**src/rtl/lcd_bus_arbiter.sv**
```systemverilog
// KS0108 LCD bus owner: power-up sequence, then round-robin
// arbitration of byte writes from two requesters into timed bus cycles.
module lcd_bus_arbiter #(
  parameter int RST_CYC   = 16,
  parameter int SETUP_CYC = 2,
  parameter int EN_CYC    = 4,
  parameter int HOLD_CYC  = 2
) (
  input  logic       clk,
  input  logic       reset,
  input  logic       req0,
  input  logic       req1,
  input  logic       di0,
  input  logic       di1,
  input  logic [1:0] cs0,
  input  logic [1:0] cs1,
  input  logic [7:0] data0,
  input  logic [7:0] data1,
  output logic       ack0,
  output logic       ack1,
  output logic       ready,
  output logic       LCD_ENABLE,
  output logic       LCD_RW,
  output logic       LCD_DI,
  output logic       LCD_CS1,
  output logic       LCD_CS2,
  output logic       LCD_RST,
  output logic [7:0] LCD_DATA
);

  localparam int M0 = RST_CYC > SETUP_CYC ? RST_CYC : SETUP_CYC;
  localparam int M1 = EN_CYC > HOLD_CYC ? EN_CYC : HOLD_CYC;
  localparam int MX = M0 > M1 ? M0 : M1;
  localparam int CW = $clog2(MX + 1);

  typedef enum logic [2:0] {
    RST_HOLD, INIT, IDLE, SETUP, EN_HI, EN_LO, DONE
  } state_t;

  state_t        state, state_n;
  logic [CW-1:0] cnt, cnt_n;
  logic [1:0]    idx, idx_n;
  logic [1:0]    who, who_n;
  logic          last, last_n;
  logic          rdy, rdy_n;
  logic          di, di_n;
  logic [1:0]    cs, cs_n;
  logic [7:0]    dat, dat_n;
  logic          cnt_end;
  logic          bus;

  // init command table: {cs, data}
  function automatic logic [9:0] cmd(input logic [1:0] i);
    return {i[0] ? 2'b10 : 2'b01, i[1] ? 8'hC0 : 8'h3F};
  endfunction

  always_comb begin
    cnt_end = 1'b0;
    unique case (state)
      RST_HOLD: cnt_end = cnt == CW'(RST_CYC - 1);
      SETUP:    cnt_end = cnt == CW'(SETUP_CYC - 1);
      EN_HI:    cnt_end = cnt == CW'(EN_CYC - 1);
      EN_LO:    cnt_end = cnt == CW'(HOLD_CYC - 1);
      default:  cnt_end = 1'b0;
    endcase
  end

  always_comb begin
    state_n = state;
    cnt_n   = '0;
    idx_n   = idx;
    who_n   = who;
    last_n  = last;
    rdy_n   = rdy;
    di_n    = di;
    cs_n    = cs;
    dat_n   = dat;
    unique case (state)
      RST_HOLD: begin
        cnt_n = cnt_end ? '0 : cnt + CW'(1);
        if (cnt_end) state_n = INIT;
      end
      INIT: begin
        idx_n         = 2'd0;
        who_n         = 2'b00;
        di_n          = 1'b0;
        {cs_n, dat_n} = cmd(2'd0);
        state_n       = SETUP;
      end
      IDLE: begin
        if (req0 || req1) begin
          if (req0 && (!req1 || last)) begin
            who_n  = 2'b01;
            last_n = 1'b0;
            di_n   = di0;
            cs_n   = cs0;
            dat_n  = data0;
          end else begin
            who_n  = 2'b10;
            last_n = 1'b1;
            di_n   = di1;
            cs_n   = cs1;
            dat_n  = data1;
          end
          state_n = SETUP;
        end
      end
      SETUP: begin
        cnt_n = cnt_end ? '0 : cnt + CW'(1);
        if (cnt_end) state_n = EN_HI;
      end
      EN_HI: begin
        cnt_n = cnt_end ? '0 : cnt + CW'(1);
        if (cnt_end) state_n = EN_LO;
      end
      EN_LO: begin
        cnt_n = cnt_end ? '0 : cnt + CW'(1);
        if (cnt_end) begin
          state_n = DONE;
          if (who == 2'b00 && idx == 2'd3) rdy_n = 1'b1;
        end
      end
      DONE: begin
        // init commands chain straight into the next bus cycle
        if (who == 2'b00 && idx != 2'd3) begin
          idx_n         = idx + 2'd1;
          {cs_n, dat_n} = cmd(idx + 2'd1);
          state_n       = SETUP;
        end else begin
          state_n = IDLE;
        end
      end
      default: state_n = RST_HOLD;
    endcase
  end

  always_ff @(posedge clk or posedge reset) begin
    if (reset) begin
      state <= RST_HOLD;
      cnt   <= '0;
      idx   <= 2'd0;
      who   <= 2'b00;
      last  <= 1'b1;
      rdy   <= 1'b0;
      di    <= 1'b0;
      cs    <= 2'b00;
      dat   <= 8'h00;
    end else begin
      state <= state_n;
      cnt   <= cnt_n;
      idx   <= idx_n;
      who   <= who_n;
      last  <= last_n;
      rdy   <= rdy_n;
      di    <= di_n;
      cs    <= cs_n;
      dat   <= dat_n;
    end
  end

  assign bus        = state == SETUP || state == EN_HI || state == EN_LO;
  assign LCD_ENABLE = state == EN_HI;
  assign LCD_RST    = state != RST_HOLD;
  assign LCD_RW     = 1'b0;
  assign LCD_DI     = di;
  assign LCD_CS1    = bus & cs[0];
  assign LCD_CS2    = bus & cs[1];
  assign LCD_DATA   = dat;
  assign ready      = rdy;
  assign ack0       = state == DONE && who == 2'b01;
  assign ack1       = state == DONE && who == 2'b10;

endmodule

```
**config.mk**
```make
export PLATFORM = sky130hd
export DESIGN_NAME = lcd_bus_arbiter
export DESIGN_NICKNAME = d
export VERILOG_FILES = /design/src/rtl/lcd_bus_arbiter.sv
export SDC_FILE = /design/constraint.sdc
export NUM_CORES = 1
export LEC_CHECK = 0
export BUFFER_PORTS_ARGS = -buffer_cell sky130_fd_sc_hd__buf_2
export CORE_MARGIN = 2
export CORE_UTILIZATION = 45
export DETAILED_ROUTE_END_ITERATION = 12
export PLACE_DENSITY = 0.82
export SLEW_MARGIN = 15
export SYNTH_ARGS = -nofsm -noshare
export SYNTH_HDL_FRONTEND = slang
export SYNTH_SLANG_ARGS = --single-unit
```
**constraint.sdc**
```tcl
create_clock -name clk -period 2.2 [get_ports clk]
set_input_delay 0.22 -clock clk [delete_from_list [all_inputs] [get_ports clk]]
set_output_delay 0.22 -clock clk [all_outputs]
set_load 0.005 [all_outputs]
```
# --- Word level (Yosys, flattened, before mapping) ---
# Cells that the tools add are included.
word_totals:
  ff_bits: 25
  in_bits: 26
classes:
  addsub: 2
  eq_ne: 19
  muxes: 29
  bitwise_logic: 2
  reduce_logical: 24
op_table:
  columns: ["operator", "count"]
  rows:
  - ["$mux 8", 4]
  - ["$pmux 8 s3", 1]
  - ["$pmux 3 s7", 1]
  - ["$mux 3", 5]
  - ["$mux 2", 7]
  - ["$ne 2x2->1 const B", 6]
  - ["$mux 5", 2]
  - ["$eq 3x3->1 const B", 3]
  - ["$pmux 2 s2", 2]
  - ["$eq 3x2->1 const B", 2]
  - ["$pmux 2 s3", 1]
  - ["$reduce_and 2->1", 3]
  - ["$reduce_and 3->1", 2]
  - ["$reduce_bool 3->1", 2]
  - ["$add 5x1->5 const B", 1]
  - ["$eq 5x1->1 const B", 1]
  - ["$eq 5x2->1 const B", 1]
  - ["$eq 5x4->1 const B", 1]
  - ["$logic_and 1x1->1", 5]
  - ["$reduce_and 5->1", 1]
  - ["$eq 2x2->1 const B", 2]
  - ["$logic_or 1x1->1", 4]
  - ["$mux 1", 4]
  - ["$reduce_bool 2->1", 2]
  - ["12 further kinds", 13]

# --- Longest topological paths before layout ---
# Gate-level depths: netlist of the first run.
logic_depth:
  depth_word: 6
  ltp_mapped: 6
  mapped_depth_nobuf: 5

# --- Worst setup path before layout of the first run ---
# OpenSTA, ideal clock, no wires.
synth_path:
  kind: "reg-to-reg"
  start: "reg idx[0]"
  end: "reg dat[1] (netlist: LCD_DATA[1])"
  arrival_time_ps: 1784
  slack_ps: 291
  path_stages_with_launch: 7
  n_path_buf: 1
  synth_period_minus_slack_ps: 1909
  cell_sequence: "dfrtp_1 -> ha_1 -> or4b_4 -> a21oi_4 -> a21oi_2 -> buf_6 -> mux2_4"
synth_via:
  elab_chain_len: 4
  elab_cells_between_ends: 8
  classes_between: "add/sub: 1; eq/ne: 2; mux: 3; reduce/logical: 2"
synth_rtl:
  columns: ["item", "line", "source"]
  rows:
  - ["start: declaration", "42", "logic [1:0] idx, idx_n;"]
  - ["start signal: assignment", "151", "idx <= idx_n;"]
  - ["$add 2x1->2 or $ne 2x2->1 (tied branches)", "127, 125", null]
  - ["$mux 8 or $logic_and 1x1->1 (tied branches)", "54, 125", null]
  - ["$mux 8 or $ne 2x2->1 (tied branches)", null, null]
  - ["$pmux 8 s3 or $reduce_and 3->1 (tied branches)", null, null]
  - ["end signal: assignment", "157", "dat <= dat_n;"]
  - ["end: declaration", "48", "logic [7:0] dat, dat_n;"]
# Parallel ways exist; a longest one is shown, timed or not. The select of a mux whose other input is x is not followed.
# A chain may end at the register's enable or synchronous reset.

# --- Final worst setup path of the first run ---
layout_path:
  start: "reg idx[0]"
  end: "reg dat[4] (netlist: LCD_DATA[4])"
# Same word-level chain as after synthesis.

==> results by group, run 1 <==
Critical path
  – CP Capture Type: flip-flop
  – Worst Setup SP: idx[0]
  – Worst path max stage delay: between 0.5 and 0.6 ns
  – Crit path max-delay cell type: or4b_4
  – Worst path cell trace: ha_1 -> or4b_4 -> a21oi_4 -> a21oi_2 -> mux2_4
  – Reg2reg start: idx[0]
  – Crit path max fanout: 11
  – Crit path kind: reg2reg
  – Required @ worst endpoint: between 2 and 2.5 ns
  – Crit path launch type: flip-flop
  – CP arrival: ~2.2 ns
  – Reg2reg setup slack: 0.18 ns

CTS
  – CTS max path bufs: 2
  – CTS buffer count: 3
  – Clock sink total: 25
  – Clk slew on worst S/H paths: about 0.14 ns
  – Root buffer cell: clkbuf_4
  – CTS tree: built
  – Htree depth: 1
  – Clk_lat worst skew: ~0.32 ns

Pwr
  – Internal Power: between 1 and 1.5 mW
  – Sequential share of power: roughly two fifths
  – PnR Total Power: between 2 and 2.5 mW
  – Sw frac: 40.5%
  – Clock network fraction of total power: between 10% and 20%
  – Maximum vdd drop: approximately 0.58 mV
  – P_sw: between 0.8 and 0.9 mW
  – Static leakage: 0.855 nW
  – PD cells: 1130 mW/mm^2
  – Comb pwr share: between 50% and 60%

Global routing
  – Total track usage: 18.7%
  – Initial antenna violation count: 0
  – Global-route wire length before repair: slightly above 6000 um
  – Largest net degree at the start of global routing: 26
  – Vias in the first global route: ~1,300
  – Grt ovf: 0

Timing
  – Max frequency: roughly 500 MHz
  – Final min period: between 2 and 2.5 ns
  – Worst slew pin tran: around 0.65 ns
  – Setup TNS: 0 ns
  – Clk_skew: 0.00949 ns
  – Final Hold Vio Count: 0
  – Worst slew margin: 56.5%
  – Final Max Slew Viols: 0
  – RSZ-0062 raised after global routing: no
  – Final Cycle Share: approximately nine tenths
  – Final setup vio count: 0

Cells and area
  – Layout net count: 227
  – Share of layout cells above drive strength 1: between 30% and 40%
  – P&R area growth vs syn: 15.3%
  – Filler cells: approximately 310
  – Final std cells w/o fill: ~240
  – Fin area: 0.00184 mm^2
  – Final Core Density: about 55%
  – N_diodes: 0

Placement
  – Number of port buffers: between 40 and 50
  – Placer Congestion: a little over 0.8
  – Placed Area: roughly 0.0018 mm^2
  – Placed Instances: approximately 240
  – Placed wire-length estimate: ~2600 um

Synth
  – Synth area leader: dfrtp_1
  – Register area share after synthesis: 39.2%
  – Post-synth EDFFs: 0
  – Yosys warning total: 0
  – Commonest cells post-synth: dfrtp_1, nor2_1, a21oi_1
  – Top-count cell post-synth: dfrtp_1
  – Post-synthesis async set-or-reset flop share: 100%
  – Cell variety after synth: 51
  – Post-synth top area share: roughly 38%
  – Area of the mapped netlist: approximately 0.0016 mm^2
  – Ranking of synthesized cells by area: dfrtp_1, mux2_4, a21boi_0
  – Mapped Nets: around 190
  – Syn Inst Count: 160
  – Synthesized flop and latch total: 25
  – Primary FF master, synth: dfrtp_1
  – Syn avg cell area: about 10 um^2

Floorplanning
  – Die area: about 0.0040 mm^2
  – Core Region: 0.00336 mm^2
  – Die width: ~64 um
  – Die height: roughly 64 um
  – Initial core utilization: 47.5%
  – Ports: 43
  – Row count: 21

Hold path
  – Hold_sp: di1
  – Hold Path Class: in2reg

Status
  – Status: completed

Route
  – Wire per inst: roughly 14 um
  – ANT nets after route: 0
  – Pre-antenna DRT Iters: 4
  – 1st-iter DRT viols: about 110
  – Vias/cell: around 5.4
  – Number of remaining DRC errors: 0
  – Total wire length: 3480 um
  – Vias: 1,310

Run
  – Max-cap violations: 0
flip-flops by register name (all words and copies together), names as in the netlist:
register / count
cs: 2
last: 1
cnt: 5
ready: 1
LCD_DATA: 8
who: 2
idx: 2
state: 3
LCD_DI: 1
cell type report:
class,count,area [um^2],area share [%]
clock buffer,4,26.3,1.43
inverter,4,15.0,0.815
multi-input combinational,118,865,46.9
sequential,25,627,34.0
tap,46,57.6,3.12
timing repair buffer,47,253,13.7
stage by stage:
stage / hold WS [ns] / worst slack (ns)
after CTS: 0.151 / 0.185
after detailed placement: 0.290 / 0.214
after global placement: 0.284 / 0.274
after floorplan: 0.247 / 0.291
after global routing: 0.145 / 0.0414
final: 0.155 / 0.182
path summary, 6_finish.rpt:
check	to	depth (start not counted)
hold reg to reg	ready	1
setup / recovery	LCD_DATA[4]	5
hold / removal	LCD_DI	3
max in group asynchronous	last	4
setup reg to reg	LCD_DATA[4]	5
min in group asynchronous	cs[1]	4
power groups by stage:
stage	sequential, mW	clock (mW)	combinational, mW
finish	0.795	0.208	1.09
global route	0.827	0.233	1.22
CTS	0.792	0.215	1.09
detailed placement	0.801	0	1.09
global placement	0.802	0	1.06
floorplan	0.747	0	0.907
kinds of logic (layout without fill, tap and decap cells):
| family | count (synthesis) | in the layout | synth area share (%) |
|---|---|---|---|
| compound gates | 45 | 45 | 22.0 |
| xor+xnor | 4 | 4 | 2.19 |
| fa+ha+maj | 2 | 2 | 1.57 |
| buf+inv | 17 | 55 | 6.66 |
| flops | 25 | 25 | 39.2 |
| mux | 9 | 9 | 7.36 |
| other cells | 1 | 1 | 0.235 |
| simple gates | 57 | 57 | 20.8 |
worst max-delay path, delay by kind of cell, from the launching register on:
kind | cells | cell delay, ns
compound gates | 2 | 0.37
fa+ha+maj | 1 | 0.23
flops | 1 | 0.45
mux | 1 | 0.35
simple gates | 1 | 0.52
timing repair:
action / 4_1_cts / 5_1_grt
hold endpoints to repair: 24 / 0
hold buffers: 1 / 0
setup buffers: 0 / 0
resized for setup: 0 / 0
per-layer routing:
metal | vias to the layer above | share of wire [%] | GRT usage, % | wire (um)
met5 | - | 0 | 0 | 0
met1 | 607 | 50 | 27.7 | 1730
met4 | 0 | 0 | 2.45 | 0
li1 | 663 | - | - | -
met3 | 0 | 6.2 | 3.21 | 217
met2 | 40 | 44 | 29.3 | 1530
cell usage in the layout, fill, tap and decap left out, types with 3 or more instances in the layout:
| cell type | netlist | final |
|---|---|---|
| a21oi_1 | 8 | 8 |
| xor2_1 | 3 | 3 |
| and3_2 | 5 | 5 |
| mux2_4 | 5 | 5 |
| o31a_2 | 4 | 4 |
| buf_4 | 1 | 5 |
| inv_1 | 4 | 4 |
| nand3_1 | 5 | 5 |
| or2_2 | 3 | 3 |
| nor2_1 | 13 | 13 |
| clkbuf_4 | 0 | 3 |
| nand2_1 | 5 | 5 |
| o211ai_1 | 3 | 3 |
| dfrtp_1 | 24 | 24 |
| a32o_1 | 3 | 3 |
| nand2b_1 | 7 | 7 |
| buf_2 | 0 | 41 |
| a211o_1 | 3 | 3 |
| and3_1 | 5 | 5 |
| o21ai_0 | 3 | 3 |
| a21boi_0 | 7 | 7 |
| o21bai_1 | 3 | 3 |
(Power assumes the default switching activity.)
==> run 2, diff against run 1 <==
--- a/config.mk
+++ b/config.mk
@@ -5,11 +5,12 @@
 export SDC_FILE = /design/constraint.sdc
 export NUM_CORES = 1
 export LEC_CHECK = 0
+export ABC_AREA = 1
 export BUFFER_PORTS_ARGS = -buffer_cell sky130_fd_sc_hd__buf_2
 export CORE_MARGIN = 2
 export CORE_UTILIZATION = 45
 export DETAILED_ROUTE_END_ITERATION = 12
-export PLACE_DENSITY = 0.82
+export PLACE_DENSITY = 0.73
 export SLEW_MARGIN = 15
 export SYNTH_ARGS = -nofsm -noshare
 export SYNTH_HDL_FRONTEND = slang
==> constraint.sdc (replaced) <==
create_clock -name clk -period 2.2 [get_ports clk]
set_input_delay 0.33 -clock clk [delete_from_list [all_inputs] [get_ports clk]]
set_output_delay 0.33 -clock clk [all_outputs]
set_load 0.005 [all_outputs]
==> run 2 against run 1 <==
Clock power about the same. Worst setup slack better by 0.054 ns. Synthesized cell count is 25% higher. Utilization increased by 1.6 points. Sequential share of layout area rose by 2.7 points. Worst hold slack lost 0.14 ns. Combinational power grew 13%. Design area shrank 7.3%. Global-route usage grew 1.5 points. Count of clock-buffer cells in the layout did not move. Clock skew is 0.0074 ns higher. Sequential power decreased by 0.8%. Critical path type is now reg2out. Critical endpoint is now LCD_CS2. Largest cell class unchanged.
==> results by group, run 2 <==
Status
  – Status: completed

Cells and area
  – Share of layout cells above drive strength 1: around a quarter
  – Largest register FFs: 8
  – Fin area: ~0.0017 mm^2
  – Layout net count: 273
  – Final Core Density: between 50% and 60%
  – P&R area growth vs syn: 19.4%
  – N_diodes: 0
  – Commonest non-fill, non-tap cell in the layout: nand2_1
  – Most frequent cells in the layout: nand2_1, buf_2, dfrtp_1, inv_1, nor2_1
  – Area occupied by multi-input gates: about 670 um^2
  – Filler cells: between 300 and 400
  – Sequential Area: 627 um^2

Floorplanning
  – Initial core utilization: between 40% and 50%
  – Row count: 20
  – Die area: ~0.0036 mm^2
  – Die width: slightly above 60 um
  – Ports: 43
  – Core Region: between 0.003 and 0.004 mm^2
  – Die height: ~60 um

Timing
  – Clk_skew: about 0.017 ns
  – Final min period: 1.96 ns
  – Final setup vio count: 0
  – Final Max Slew Viols: 0
  – Setup WS post-layout: 0.235 ns
  – Hold Worst Slack: slightly above 0.01 ns
  – Max frequency: slightly above 500 MHz
  – RSZ-0062 raised after global routing: no
  – Final Cycle Share: 89.3%
  – Final Hold Vio Count: 0
  – Setup TNS: 0 ns

Critical path
  – Crit path max fanout: 7
  – Reg2reg start: state[2]
  – Required @ worst endpoint: approximately 1.9 ns
  – CP arrival: about 1.6 ns
  – Crit path kind: reg2out
  – Worst Setup SP: state[2]
  – Crit path launch type: flip-flop
  – Crit path capture: LCD_CS2
  – CP Capture Type: output port
  – Reg2reg setup slack: approximately 0.42 ns
  – R2r endpoint: state[1]
  – Reg2reg path depth: 10

Route
  – Pre-antenna DRT Iters: 4
  – Wire per inst: 10.9 um
  – 1st-iter DRT viols: 62
  – Total wire length: 3150 um
  – Vias: around 1,400
  – Number of remaining DRC errors: 0
  – Vias/cell: around 4.8
  – ANT nets after route: 0

Placement
  – Pre-CTS WS: slightly below 0.5 ns
  – Placer Congestion: 0.832
  – Placed wire-length estimate: about 2500 um
  – Placed Area: 0.00168 mm^2
  – Number of port buffers: between 40 and 50

Pwr
  – Maximum vdd drop: 0.538 mV
  – PD cells: approximately 1300 mW/mm^2
  – Static leakage: between 0.9 and 1 nW

Global routing
  – Largest net degree at the start of global routing: 26
  – Grt ovf: 0
  – Global-route wire length before repair: about 5600 um
  – Initial antenna violation count: 0
  – Total track usage: between 20 and 25%
  – Vias in the first global route: between 1,000 and 1,500

Synth
  – Post-synthesis async set-or-reset flop share: 100%
  – Post-synth EDFFs: 0
  – Mapped Nets: between 200 and 250
  – Yosys warning total: 0
  – Syn avg cell area: 7.15 um^2
  – Cell variety after synth: 30
  – Synthesized flop and latch total: 25
  – Primary FF master, synth: dfrtp_1
  – Commonest cells post-synth: nand2_1, dfrtp_1, inv_1
  – Area of the mapped netlist: ~0.0014 mm^2
  – Synth area leader: dfrtp_1
  – Top-count cell post-synth: nand2_1
  – Post-synth top area share: a little over two fifths
  – Register area share after synthesis: 43.8%
  – Syn Inst Count: 200
  – Ranking of synthesized cells by area: dfrtp_1, nand2_1, inv_1

CTS
  – # Post-CTS Setup Buffers: 0
  – Clock sink total: 25
  – Clk slew on worst S/H paths: 0.14 ns
  – Clk_lat worst skew: 0.33 ns
  – CTS Hold Bufs: 0
  – CTS max path bufs: 2
  – Root buffer cell: clkbuf_4
  – Htree depth: 1
  – # resized after CTS: 0
  – CTS buffer count: 3
  – CTS tree: built

Run
  – Max-cap violations: 0

Hold path
  – Hold Path Class: in2async
-- run 2: cell types whose count changed in the layout (fill, tap and decap cells not counted), sizes merged, moves of 7 or more --
cell / delta
mux2: -7
nand3: +12
nor2: +10
a21oi: -7
and3: -10
nand2b: -7
inv: +23
a21boi: -7
nand2: +73
-- run 2: per-layer routing --
| metal | wire length (um) | global-route usage, % | vias to the layer above |
|---|---|---|---|
| met5 | 0 | 0 | - |
| met4 | 55 | 6.67 | 0 |
| met3 | 134 | 1.92 | 5 |
| met2 | 1480 | 33.1 | 41 |
| met1 | 1470 | 28.4 | 613 |
| li1 | - | - | 710 |
-- run 2: area by class of cell --
cell class | count | area share [%]
multi-input combinational | 144 | 39.5
sequential | 25 | 36.7
timing repair buffer | 43 | 12.9
inverter | 28 | 6.15
tap | 44 | 3.22
clock buffer | 4 | 1.54
-- run 2: worst min path at each step --
stage               startpoint          end  slack, ns  depth (start not counted)
global placement         reset  LCD_DATA[7]       0.39                          3
global route             reset       cnt[4]       0.04                          3
finish                   reset     state[2]       0.01                          3
floorplan                reset  LCD_DATA[0]       0.36                          1
CTS                      reset       cnt[4]       0.02                          3
detailed placement       reset       cnt[3]       0.40                          3
-- run 2: metrics by stage --
stage               power (mW)  std cells
floorplan                 1.71        200
global placement          2.01        284
detailed placement        2.03        284
CTS                       2.24        288
global route              2.49        288
finish                    2.23        288
-- run 2: cell families after synthesis --
logic type	after synthesis	synth area share [%]
buffers and inverters	31	9.01
AO/OA/AOI/OAI	15	6.47
other	1	0.262
adder cells (fa/ha/maj)	2	1.75
XOR/XNOR	3	1.84
flip-flops	25	43.8
AND/OR/NAND/NOR	123	36.8
-- run 2: power by group --
part	internal, mW	switching [mW]	leakage, nW	total [mW]
clock	0.0712	0.139	0.0150	0.210
combinational	0.441	0.788	0.650	1.23
sequential	0.656	0.133	0.314	0.789
total	1.17	1.06	0.979	2.23
-- run 2: worst max-delay path, stage by stage (launching register included) --
cell,delay [ns]
dfrtp_1,0.48
inv_2,0.16
nand3_1,0.24
nand3_2,0.19
nand2_1,0.08
inv_1,0.05
buf_2,0.10
==> run 3, diff against run 2 <==
--- a/config.mk
+++ b/config.mk
@@ -9,6 +9,7 @@
 export BUFFER_PORTS_ARGS = -buffer_cell sky130_fd_sc_hd__buf_2
 export CORE_MARGIN = 2
 export CORE_UTILIZATION = 45
+export CTS_BUF_LIST = sky130_fd_sc_hd__clkbuf_8
 export DETAILED_ROUTE_END_ITERATION = 12
 export PLACE_DENSITY = 0.73
 export SLEW_MARGIN = 15
==> run 3 against run 2 <==
Non-clock buffer count unchanged. Utilization increased by 0.62 points. Worst hold slack better by 0.078 ns. Clock skew is 0.0097 ns lower. Fmax up 3.6%. Wire length grew 1.0%. Count of clock-buffer cells in the layout fell by 1. Flip-flop and latch count stayed put. First-iteration DRC count is 6.5% lower. Cell count unchanged.
==> results by group, run 3 (same netlist as run 2, synthesis figures left out) <==
Cells and area
  – N_diodes: 0
  – Commonest non-fill, non-tap cell in the layout: nand2_1
  – Most frequent cells in the layout: nand2_1, buf_2, inv_1, dfrtp_1, nor2_1
  – P&R area growth vs syn: 20.7%
  – Area occupied by multi-input gates: ~670 um^2
  – Share of layout cells above drive strength 1: a little under a quarter
  – Filler cells: around 310
  – Final std cells w/o fill: around 290
  – Largest register FFs: 8
  – Sequential Area: roughly 630 um^2
  – Layout net count: roughly 270

Floorplanning
  – Row count: 20
  – Ports: 43
  – Die height: roughly 60 um
  – Die area: around 0.0036 mm^2
  – Die width: 60.4 um
  – Core Region: approximately 0.003 mm^2
  – Initial core utilization: 47.2%

Placement
  – Number of port buffers: 41
  – Placed Instances: around 280
  – Placer Congestion: ~0.83
  – Placed wire-length estimate: 2470 um
  – Pre-CTS WS: about 0.48 ns

Route
  – Total wire length: 3180 um
  – Wire per inst: 11.0 um
  – Number of remaining DRC errors: 0
  – Vias/cell: 4.73
  – Vias: between 1,000 and 1,500
  – ANT nets after route: 0
  – 1st-iter DRT viols: just under 60
  – Pre-antenna DRT Iters: 4

Pwr
  – Sequential share of power: 34.5%
  – Internal Power: around 1.2 mW
  – Maximum vdd drop: 0.579 mV
  – Comb pwr share: between 50% and 60%
  – Sw frac: 46.7%
  – Clock network fraction of total power: between 10% and 20%
  – Static leakage: 0.991 nW
  – PD cells: 1330 mW/mm^2
  – P_sw: approximately 1.1 mW

Hold path
  – Hold Path Class: in2async

CTS
  – Clock sink total: 25
  – # Post-CTS Setup Buffers: 0
  – Root buffer cell: clkbuf_8
  – Clk slew on worst S/H paths: 0.09 ns
  – # resized after CTS: 0
  – CTS Hold Bufs: 0
  – Htree depth: 1
  – CTS tree: built
  – CTS max path bufs: 2
  – CTS buffer count: 3
  – Clk_lat worst skew: about 0.27 ns

Critical path
  – CP arrival: between 1.5 and 2 ns
  – R2r endpoint: state[1]
  – Crit path max fanout: 7
  – CP Capture Type: output port
  – Worst path max stage delay: 0.47 ns
  – Reg2reg setup slack: ~0.42 ns
  – Crit path max-delay cell type: dfrtp_1
  – Crit path launch type: flip-flop
  – Worst path cell trace: inv_2 -> nand3_1 -> nand3_2 -> nand2_1 -> inv_1 -> buf_2
  – Required @ worst endpoint: around 1.9 ns
  – Crit path kind: reg2out
  – Reg2reg start: state[2]
  – Reg2reg path depth: 10

Global routing
  – Largest net degree at the start of global routing: 26
  – Initial antenna violation count: 0
  – Grt ovf: 0
  – Vias in the first global route: ~1,300
  – Total track usage: about a fifth
  – Global-route wire length before repair: around 5700 um

Timing
  – Clk_skew: ~0.0072 ns
  – Setup WS post-layout: ~0.30 ns
  – Final min period: 1.90 ns
  – Max frequency: around 530 MHz
  – RSZ-0062 raised after global routing: no
  – Final Hold Vio Count: 0
  – Final Max Slew Viols: 0
  – Final setup vio count: 0
  – Setup TNS: 0 ns
  – Final Cycle Share: 86.2%

Status
  – Status: completed

Run
  – Max-cap violations: 0
-- run 3: changes by cell type in the layout (fill, tap and decap cells not counted) --
cell,previous run,this run
clkbuf_4,3,0
inv_1,24,25
clkbuf_1,1,0
clkbuf_8,0,3
-- run 3: how the worst max path moves through the flow --
stage	start	end	slack, ns
after CTS	state[2]	LCD_CS2	0.34
after global routing	state[2]	LCD_CS2	0.18
final	state[2]	LCD_CS2	0.30
after detailed placement	state[2]	state[1]	0.48
after global placement	idx[0]	cs[1]	0.52
after floorplan	idx[0]	cs[1]	0.67
-- run 3: metal layers --
layer	vias to the layer above	part of all wire (%)	track usage, %
met5	-	0	0
met4	0	1.3	5.71
met3	5	3.6	2.56
met2	35	48	33.4
met1	610	47	28.8
li1	713	-	-
-- run 3: layout make-up --
| cell class | instances | area share, % |
|---|---|---|
| clock inverter | 1 | 0.217 |
| multi-input combinational | 144 | 39.1 |
| clock buffer | 3 | 2.39 |
| tap | 44 | 3.19 |
| sequential | 25 | 36.3 |
| inverter | 28 | 6.09 |
| timing repair buffer | 43 | 12.8 |
-- run 3: through the flow --
| stage | utilization, % | area (um^2) | power [mW] | hold slack (ns) |
|---|---|---|---|---|
| 2_1_floorplan | - | 1430 | 1.71 | 0.357 |
| 3_3_place_gp | 55.5 | 1680 | 2.01 | 0.395 |
| 3_5_place_dp | 55.5 | 1680 | 2.03 | 0.395 |
| 4_1_cts | 57.0 | 1730 | 2.31 | 0.0992 |
| 5_1_grt | 57.0 | 1730 | 2.56 | 0.117 |
| 6_report | 57.0 | 1730 | 2.30 | 0.0881 |
-- run 3: critical path: cells and delay by family (launching register included) --
family / cells / cell delay [ns]
buffers and inverters: 3 / 0.31
DFF: 1 / 0.47
and+or+nand+nor: 3 / 0.51
-- run 3: power groups by stage --
stage	sequential [mW]	combinational, mW	clock [mW]
floorplan	0.776	0.938	0
global placement	0.794	1.21	0
detailed placement	0.797	1.23	0
CTS	0.790	1.25	0.273
global route	0.816	1.45	0.293
finish	0.792	1.24	0.266
